$ cat src/rtl/fetch_queue.sv
// Instruction fetch front end: requests sequential words from instruction memory
// and buffers them in a small FIFO for decode, with redirect flush and wrap-around.
module fetch_queue #(
   parameter int unsigned ADDR_W = 32,
   parameter int unsigned DATA_W = 32,
   parameter int unsigned DEPTH = 4,
   parameter logic [ADDR_W-1:0] RESET_PC = '0
) (
   input  logic              clk,
   input  logic              rst,
   output logic              imem_req,
   output logic [ADDR_W-1:0] imem_addr,
   input  logic              imem_ack,
   input  logic [DATA_W-1:0] imem_rdata,
   input  logic              redirect,
   input  logic [ADDR_W-1:0] redirect_addr,
   output logic              instr_valid,
   input  logic              instr_ready,
   output logic [DATA_W-1:0] instr,
   output logic [ADDR_W-1:0] instr_pc_next,
   output logic [$clog2(DEPTH):0] occupancy
);

   localparam int unsigned PTR_W = $clog2(DEPTH);
   localparam int unsigned CNT_W = PTR_W + 1;

   typedef enum logic {
      ST_FETCH = 1'b0,
      ST_FULL  = 1'b1
   } state_e;

   state_e            state_q, state_d;
   logic [ADDR_W-1:0] fetch_pc_q, fetch_pc_d;
   logic [PTR_W-1:0]  wr_ptr_q, wr_ptr_d;
   logic [PTR_W-1:0]  rd_ptr_q, rd_ptr_d;
   logic [CNT_W-1:0]  occ_q, occ_d;
   logic              push_c;
   logic              pop_c;

   logic [DATA_W-1:0] mem_data_q [DEPTH];
   logic [ADDR_W-1:0] mem_pc_q   [DEPTH];

   assign imem_req      = (state_q == ST_FETCH) && !rst && !redirect;
   assign imem_addr     = fetch_pc_q;
   assign instr_valid   = (occ_q != '0) && !rst;
   assign instr         = mem_data_q[rd_ptr_q];
   assign instr_pc_next = mem_pc_q[rd_ptr_q];
   assign occupancy     = occ_q;

   assign push_c = imem_req && imem_ack;
   assign pop_c  = instr_valid && instr_ready && !redirect;

   // Next-state: redirect flushes everything; otherwise push/pop update the FIFO.
   always_comb begin
      state_d    = state_q;
      fetch_pc_d = fetch_pc_q;
      wr_ptr_d   = wr_ptr_q;
      rd_ptr_d   = rd_ptr_q;
      occ_d      = occ_q;
      if (redirect) begin
         fetch_pc_d = redirect_addr & ~ADDR_W'(3);
         wr_ptr_d   = '0;
         rd_ptr_d   = '0;
         occ_d      = '0;
         state_d    = ST_FETCH;
      end else begin
         if (push_c) begin
            wr_ptr_d   = wr_ptr_q + PTR_W'(1);
            fetch_pc_d = fetch_pc_q + ADDR_W'(4);
         end
         if (pop_c) begin
            rd_ptr_d = rd_ptr_q + PTR_W'(1);
         end
         occ_d = occ_q + CNT_W'(push_c) - CNT_W'(pop_c);
         case (state_q)
            ST_FETCH: if (occ_d == CNT_W'(DEPTH)) state_d = ST_FULL;
            ST_FULL:  if (occ_d <  CNT_W'(DEPTH)) state_d = ST_FETCH;
            default:  state_d = ST_FETCH;
         endcase
      end
   end

   always_ff @(posedge clk) begin
      if (rst) begin
         state_q    <= ST_FETCH;
         fetch_pc_q <= RESET_PC;
         wr_ptr_q   <= '0;
         rd_ptr_q   <= '0;
         occ_q      <= '0;
      end else begin
         state_q    <= state_d;
         fetch_pc_q <= fetch_pc_d;
         wr_ptr_q   <= wr_ptr_d;
         rd_ptr_q   <= rd_ptr_d;
         occ_q      <= occ_d;
      end
   end

   // Entry storage is data-path only and carries no reset.
   always_ff @(posedge clk) begin
      if (push_c) begin
         mem_data_q[wr_ptr_q] <= imem_rdata;
         mem_pc_q[wr_ptr_q]   <= fetch_pc_q + ADDR_W'(4);
      end
   end

endmodule

$ cat config.mk
export PLATFORM = sky130hd
export DESIGN_NAME = fetch_queue
export DESIGN_NICKNAME = d
export VERILOG_FILES = /design/src/rtl/fetch_queue.sv
export SDC_FILE = /design/constraint.sdc
export NUM_CORES = 1
export LEC_CHECK = 0
export CORE_MARGIN = 8
export CORE_UTILIZATION = 35
export DETAILED_ROUTE_END_ITERATION = 12
export PLACE_DENSITY = 0.53
export SYNTH_ARGS = -nofsm -noshare
export SYNTH_HDL_FRONTEND = slang
export SYNTH_SLANG_ARGS = --single-unit
export TNS_END_PERCENT = 20
$ cat constraint.sdc
create_clock -name clk -period 9.65 [get_ports clk]
set_input_delay 2.895 -clock clk [delete_from_list [all_inputs] [get_ports clk]]
set_output_delay 2.895 -clock clk [all_outputs]
set_load 0.01 [all_outputs]
==> results.yml, run 1 <==
timing:
  final-max-slew-violation-count: 0
  fin_crit_ps: 7527
  post-route-period-util: 0.7800
  final_hold_viol_count: 0
  finalSetupViolCount: 0
  skew_ps: 18.00
  relSlewSlack: 0.3119
  worstMarginPinSlew_ps: 1032
  grt_setup_unrepaired: "no"
  fmax_mhz: 132.8
  tns_ps: 0
clock_tree:
  cts_tree: "done"
  clk_latency_ps: 500
  clk_path_buf_depth: 3
  numCtsBuffers: 34
  cts_resized: 0
  clock-sinks: 288
  htree_levels: 2
  postCtsSetupBuffers: 0
  clk_pin_slew_ps: 60
  ctsHoldBuffers: 0
  cts_root_buf: "clkbuf_16"
logic_synthesis:
  synth_warnings: 0
  synth_cells: 684
  async_flop_share: 0
  ys_ff_latch: 288
  postSynthAreaPerCell_um2: 17.16
  synth-seq-area-share: 0.7028
  synth_top_flop_cell: "edfxtp_1"
  synth_area_mm2: 0.01174
  synth_enable_flop_cells: 248
  synth_cell_type_count: 50
setup_path:
  critPathLaunchType: "input port"
  required_ps: 6760
  worstSetupEndpointType: "output pin"
  path_max_fanout: 36
  critPathKind: "input port to output pin"
  crit_arrival_ps: 4630
grt:
  antenna_found_initial: 0
  grt_pass1_vias: 6882
  grtUsageTotal: 0.1374
  gr-total-overflow: 0
  grt_max_degree: 63
  grt_pass1_wl_um: 41660
route:
  drt_first_pass_iters: 4
  drc: 0
  dr.first_iter.drc_count: 335
  via_per_inst: 4.984
  totalWireLength_um: 27440
  wl_per_cell_um: 20.72
  ant_nets: 0
  vias: 6599
status:
  outcome: "completed"
final_layout:
  final_nets: 929
  diodes: 0
  syn2layout_area_growth_pct: 27.10
  drive_gt1_frac: 0.1632
  utilization: 0.4482
  post-route-cell-area_mm2: 0.01492
pwr:
  worst_ir_drop_vdd_mv: 0.08277
  pwr_density_cell_mw_per_mm2: 183.0
  p_leak_uw: 0.004747
job:
  max-cap-violations: 0
min_path:
  hp-class: "register to register"
die:
  die_area_mm2: 0.03965
  placeableCoreArea_mm2: 0.03328
  row_count: 67
  ioPinCount: 170
  fp.dieH_um: 199.1
  initial_core_util: 0.3526
  die_w_um: 199.1
placed_design:
  place_area_mm2: 0.01386
  dp_hpwl_um: 17060
  routabilityCongestion: 0.8023
  port_buffers: 163
==> registers in the layout (all words and copies together), names as in the netlist, named ones only <==
name,cells
mem_data_q,128
mem_pc_q,120
imem_addr,30
occupancy,3
rd_ptr_q,2
wr_ptr_q,2
state_q,1
==> routing by layer <==
metal / routed length, um / track usage
met5: 0 / 0
met4: 601 / 0.03733
met3: 2198 / 0.04362
met2: 12680 / 0.2163
met1: 11960 / 0.1817
==> cells in the mapped netlist (2+ instances only) <==
master	instances	area, um2
or3_1	5	31.28
nand2_1	37	138.9
a31oi_1	6	37.54
o31ai_1	2	15.01
o21ai_0	4	20.02
a2111oi_0	8	70.07
nor3_1	7	35.03
nand2b_1	2	12.51
inv_1	17	63.81
dfxtp_1	40	800.8
xor2_1	14	122.6
nor4_1	6	37.54
nand4_1	11	68.82
buf_1	6	22.52
and2_1	13	81.33
o22ai_1	2	12.51
nor4bb_1	2	20.02
and3_1	7	43.79
o21a_1	3	22.52
nand3_2	2	20.02
nor4_4	2	42.54
a311oi_1	8	70.07
nand3b_1	3	22.52
nor2_1	32	120.1
o221ai_1	5	43.79
and4_1	10	87.58
buf_4	5	37.54
nand3_1	12	60.06
xnor2_1	25	219.0
clkbuf_1	29	108.9
mux4_2	62	1396
nor2b_1	4	25.02
edfxtp_1	248	7447
a211oi_1	12	90.09
a21oi_1	6	30.03
or4_1	2	15.01
buf_2	6	30.03
ha_1	7	87.58
==> final timing paths <==
| check | cells past startpoint | from | slack [ps] | endpoint |
|---|---|---|---|---|
| setup / recovery | 5 | rst | 2120 | imem_req |
| hold / removal | 2 | wr_ptr_q[1] | 490 | wr_ptr_q[1] |
| setup reg to reg | 6 | imem_addr[3] | 6940 | imem_addr[26] |
| hold reg to reg | 2 | wr_ptr_q[1] | 490 | wr_ptr_q[1] |
==> area by class of cell <==
| type | count | area [um2] |
|---|---|---|
| clock inverter | 17 | 98.84 |
| multi-input combinational | 336 | 3258 |
| tap | 448 | 560.5 |
| clock buffer | 43 | 958.4 |
| sequential | 288 | 8255 |
| timing repair buffer | 175 | 1722 |
| fill | 3000 | 18360 |
| inverter | 17 | 63.81 |
==> power breakdown <==
group / internal [uW] / switching, uW
Combinational: 77.6 / 70.9
Sequential: 1380 / 23.2
Clock: 705 / 478
Total: 2160 / 573
==> critical path, cell delays in order <==
cell and delay (ps):
clkdlybuf4s50_1 390, buf_4 250, or2_2 430, nor2_1 110, clkdlybuf4s50_1 550
==> cells in the final DEF, fill, tap and decap left out, types with 8 or more instances in the layout <==
cell / instances
nand4_1: 11
dfxtp_1: 38
nor2_1: 32
nand3_1: 12
mux4_2: 62
clkbuf_16: 37
a311oi_1: 8
edfxtp_1: 248
xor2_1: 14
inv_1: 17
clkinv_2: 8
and4_1: 10
a211oi_1: 12
and2_1: 9
buf_4: 12
nand2_1: 37
xnor2_1: 25
a2111oi_0: 8
clkdlybuf4s50_1: 163
==> per-stage QoR <==
stage	setup WS [ps]	std cells	hold slack [ps]	total power, uW
floorplan	3068	687	465.8	1482
global placement	2083	1264	490.1	1574
detailed placement	2085	1264	491.9	1575
CTS	2088	1324	500.1	2776
global route	2041	1324	525.4	2829
finish	2123	1324	492.2	2730
==> logic make-up (layout without fill, tap and decap cells) <==
| kind of cell | after synthesis | in the layout | share of synthesized area |
|---|---|---|---|
| xor+xnor | 39 | 39 | 0.02910 |
| other cells | 1 | 4 | 0.0003195 |
| mux | 62 | 62 | 0.1190 |
| buf+inv | 63 | 252 | 0.02239 |
| simple gates | 164 | 164 | 0.07985 |
| compound gates | 59 | 59 | 0.03742 |
| fa+ha+maj | 8 | 8 | 0.009168 |
| flops | 288 | 288 | 0.7028 |
No activity file was read; power rests on OpenSTA's default activity.
==> run 2, diff against run 1 <==
--- a/config.mk
+++ b/config.mk
@@ -8,7 +8,7 @@
 export CORE_MARGIN = 8
 export CORE_UTILIZATION = 35
 export DETAILED_ROUTE_END_ITERATION = 12
-export PLACE_DENSITY = 0.53
+export PLACE_DENSITY = 0.56
 export SYNTH_ARGS = -nofsm -noshare
 export SYNTH_HDL_FRONTEND = slang
 export SYNTH_SLANG_ARGS = --single-unit
==> constraint.sdc (replaced) <==
create_clock -name clk -period 6.3 [get_ports clk]
set_input_delay 1.89 -clock clk [delete_from_list [all_inputs] [get_ports clk]]
set_output_delay 1.89 -clock clk [all_outputs]
set_load 0.01 [all_outputs]
==> results.yml, run 2 (synthesized netlist as in run 1, its figures left out) <==
pwr:
  p_int_uw: 3399
  seqPwrFrac: 0.501
  p_sw_uw: 877.9
  pwr_density_cell_mw_per_mm2: 286.5
  p_leak_uw: 0.004733
  worst_ir_drop_vdd_mv: 0.1935
  pwr-share-comb: 0.053
  switching_share: 0.2053
  clock_power_share: 0.446
final_layout:
  diodes: 0
  fillerInstances: 2960
  drive_gt1_frac: 0.1565
  ff_latch_area_mm2: 0.008255
  final_nets: 921
  multi_input_area_mm2: 0.003267
  syn2layout_area_growth_pct: 27.20
  largest_reg_flops: 128
  stdcell_count: 1317
  largest-register: "mem_data_q"
  post-route-cell-area_mm2: 0.01493
  layout_common_cells: "edfxtp_1 (248), clkdlybuf4s50_1 (163), mux4_2 (62), dfxtp_1 (38), nand2_1 (37)"
  mostFrequentLayoutCell: "edfxtp_1"
setup_path:
  worstSetupEndpoint: "instr_valid"
  slowest_delay_ps: 500
  cpMaxStageDelayCell: "clkdlybuf4s50_1"
  cp.depth: 4
  r2r_cells: 4
  r2r_setup_slack_ps: 3580
  path_max_fanout: 35
  cp_top_family: "buffers and inverters"
  crit_arrival_ps: 3360
  critPathLaunchType: "input port"
  crit_chain: "clkdlybuf4s50_1 > buf_4 > nor2b_1 > clkdlybuf4s50_1"
  cp.buffers_inverters: 3
  critPathKind: "input port to output pin"
  crit_path_frequent_cell: "clkdlybuf4s50_1"
  worstSetupEndpointType: "output pin"
  critPathLaunch: "rst"
  rr_startpoint: "imem_addr[12]"
  required_ps: 4410
  r2r-end: "mem_pc_q[0][28]"
timing:
  finalSetupViolCount: 0
  final-max-slew-violation-count: 0
  tns_ps: 0
  fin_crit_ps: 5249
  fmax_mhz: 190.5
  final_hold_viol_count: 0
  worstMarginPinSlew_ps: 1041
  post-route-period-util: 0.8331
  relSlewSlack: 0.3058
  skew_ps: 23.07
  grt_setup_unrepaired: "no"
clock_tree:
  cts_tree: "done"
  cts_root_buf: "clkbuf_16"
  clk_pin_slew_ps: 60
  numCtsBuffers: 31
  clk_path_buf_depth: 3
  postCtsSetupBuffers: 0
  cts_resized: 0
  clock-sinks: 288
  htree_levels: 1
  clk_latency_ps: 560
  ctsHoldBuffers: 0
die:
  ioPinCount: 170
  die_area_mm2: 0.03965
  placeableCoreArea_mm2: 0.03328
  fp.dieH_um: 199.1
  row_count: 67
  initial_core_util: 0.3526
  die_w_um: 199.1
route:
  drc: 0
  drt_first_pass_iters: 4
  wl_per_cell_um: 21.20
  dr.first_iter.drc_count: 349
  totalWireLength_um: 27910
  via_per_inst: 4.964
  vias: 6538
  ant_nets: 0
status:
  outcome: "completed"
grt:
  grtUsageTotal: 0.1398
  grt_max_degree: 63
  grt_pass1_vias: 6922
  grt_pass1_wl_um: 42360
  gr-total-overflow: 0
  antenna_found_initial: 1
placed_design:
  routabilityCongestion: 0.7704
  place_area_mm2: 0.01384
  dp.cells: 1259
  port_buffers: 163
  dp_hpwl_um: 17340
job:
  max-cap-violations: 0
min_path:
  hp-class: "register to register"
==> run 2: cell types whose count changed in the layout (fill, tap and decap cells not counted), sizes merged <==
cell	delta
buf	-5
bufinv	+6
clkbuf	-3
clkinv	-7
clkinvlp	+1
inv	+1
==> run 2: per-stage QoR <==
step / hold WS [ps] / utilization / power (uW) / setup slack [ps]
3_3_place_gp: 489.0 / 0.4160 / 2411 / 1061
4_1_cts: 494.3 / 0.4486 / 4333 / 1047
3_5_place_dp: 486.6 / 0.4160 / 2414 / 1057
5_1_grt: 528.9 / 0.4486 / 4419 / 998.6
2_1_floorplan: 465.8 / - / 2270 / 1522
6_report: 492.6 / 0.4486 / 4277 / 1051
==> run 2: layout make-up <==
class                   count  area share
multi-input cells         336      0.2188
clock buffers              40     0.05557
well taps                 448     0.03755
clock inverters            18     0.01710
repair buffers            170      0.1137
inverters                  17    0.004275
flip-flops and latches    288      0.5530
==> run 2: power groups by stage <==
stage | sequential (uW) | combinational (uW) | clock, uW
finish | 2140 | 228 | 1910
global route | 2150 | 248 | 2030
CTS | 2140 | 232 | 1960
detailed placement | 2180 | 231 | 0
global placement | 2180 | 229 | 0
floorplan | 2170 | 96.8 | 0
==> run 2: routing by layer <==
layer / vias to the layer above / track usage / wire (um)
met3: 37 / 0.03890 / 2095
met2: 187 / 0.2261 / 13310
met5: - / 0 / 13
met1: 3271 / 0.1826 / 11940
li1: 3041 / - / -
met4: 2 / 0.03925 / 549
==> run 2: worst register-to-register path, stage by stage (launching register included) <==
cell     delay, ps
dfxtp_1        660
nand4_1        420
nor4_4         620
and3_1         300
xor2_1         450
==> run 2: worst min path at each step <==
stage                      startpoint           to  depth (start not counted)
after floorplan           wr_ptr_q[0]  wr_ptr_q[0]                          2
after global placement    wr_ptr_q[0]  wr_ptr_q[0]                          2
after detailed placement  wr_ptr_q[0]  wr_ptr_q[0]                          2
after CTS                 wr_ptr_q[0]  wr_ptr_q[0]                          2
after global routing      wr_ptr_q[0]  wr_ptr_q[0]                          2
final                     wr_ptr_q[0]  wr_ptr_q[0]                          2
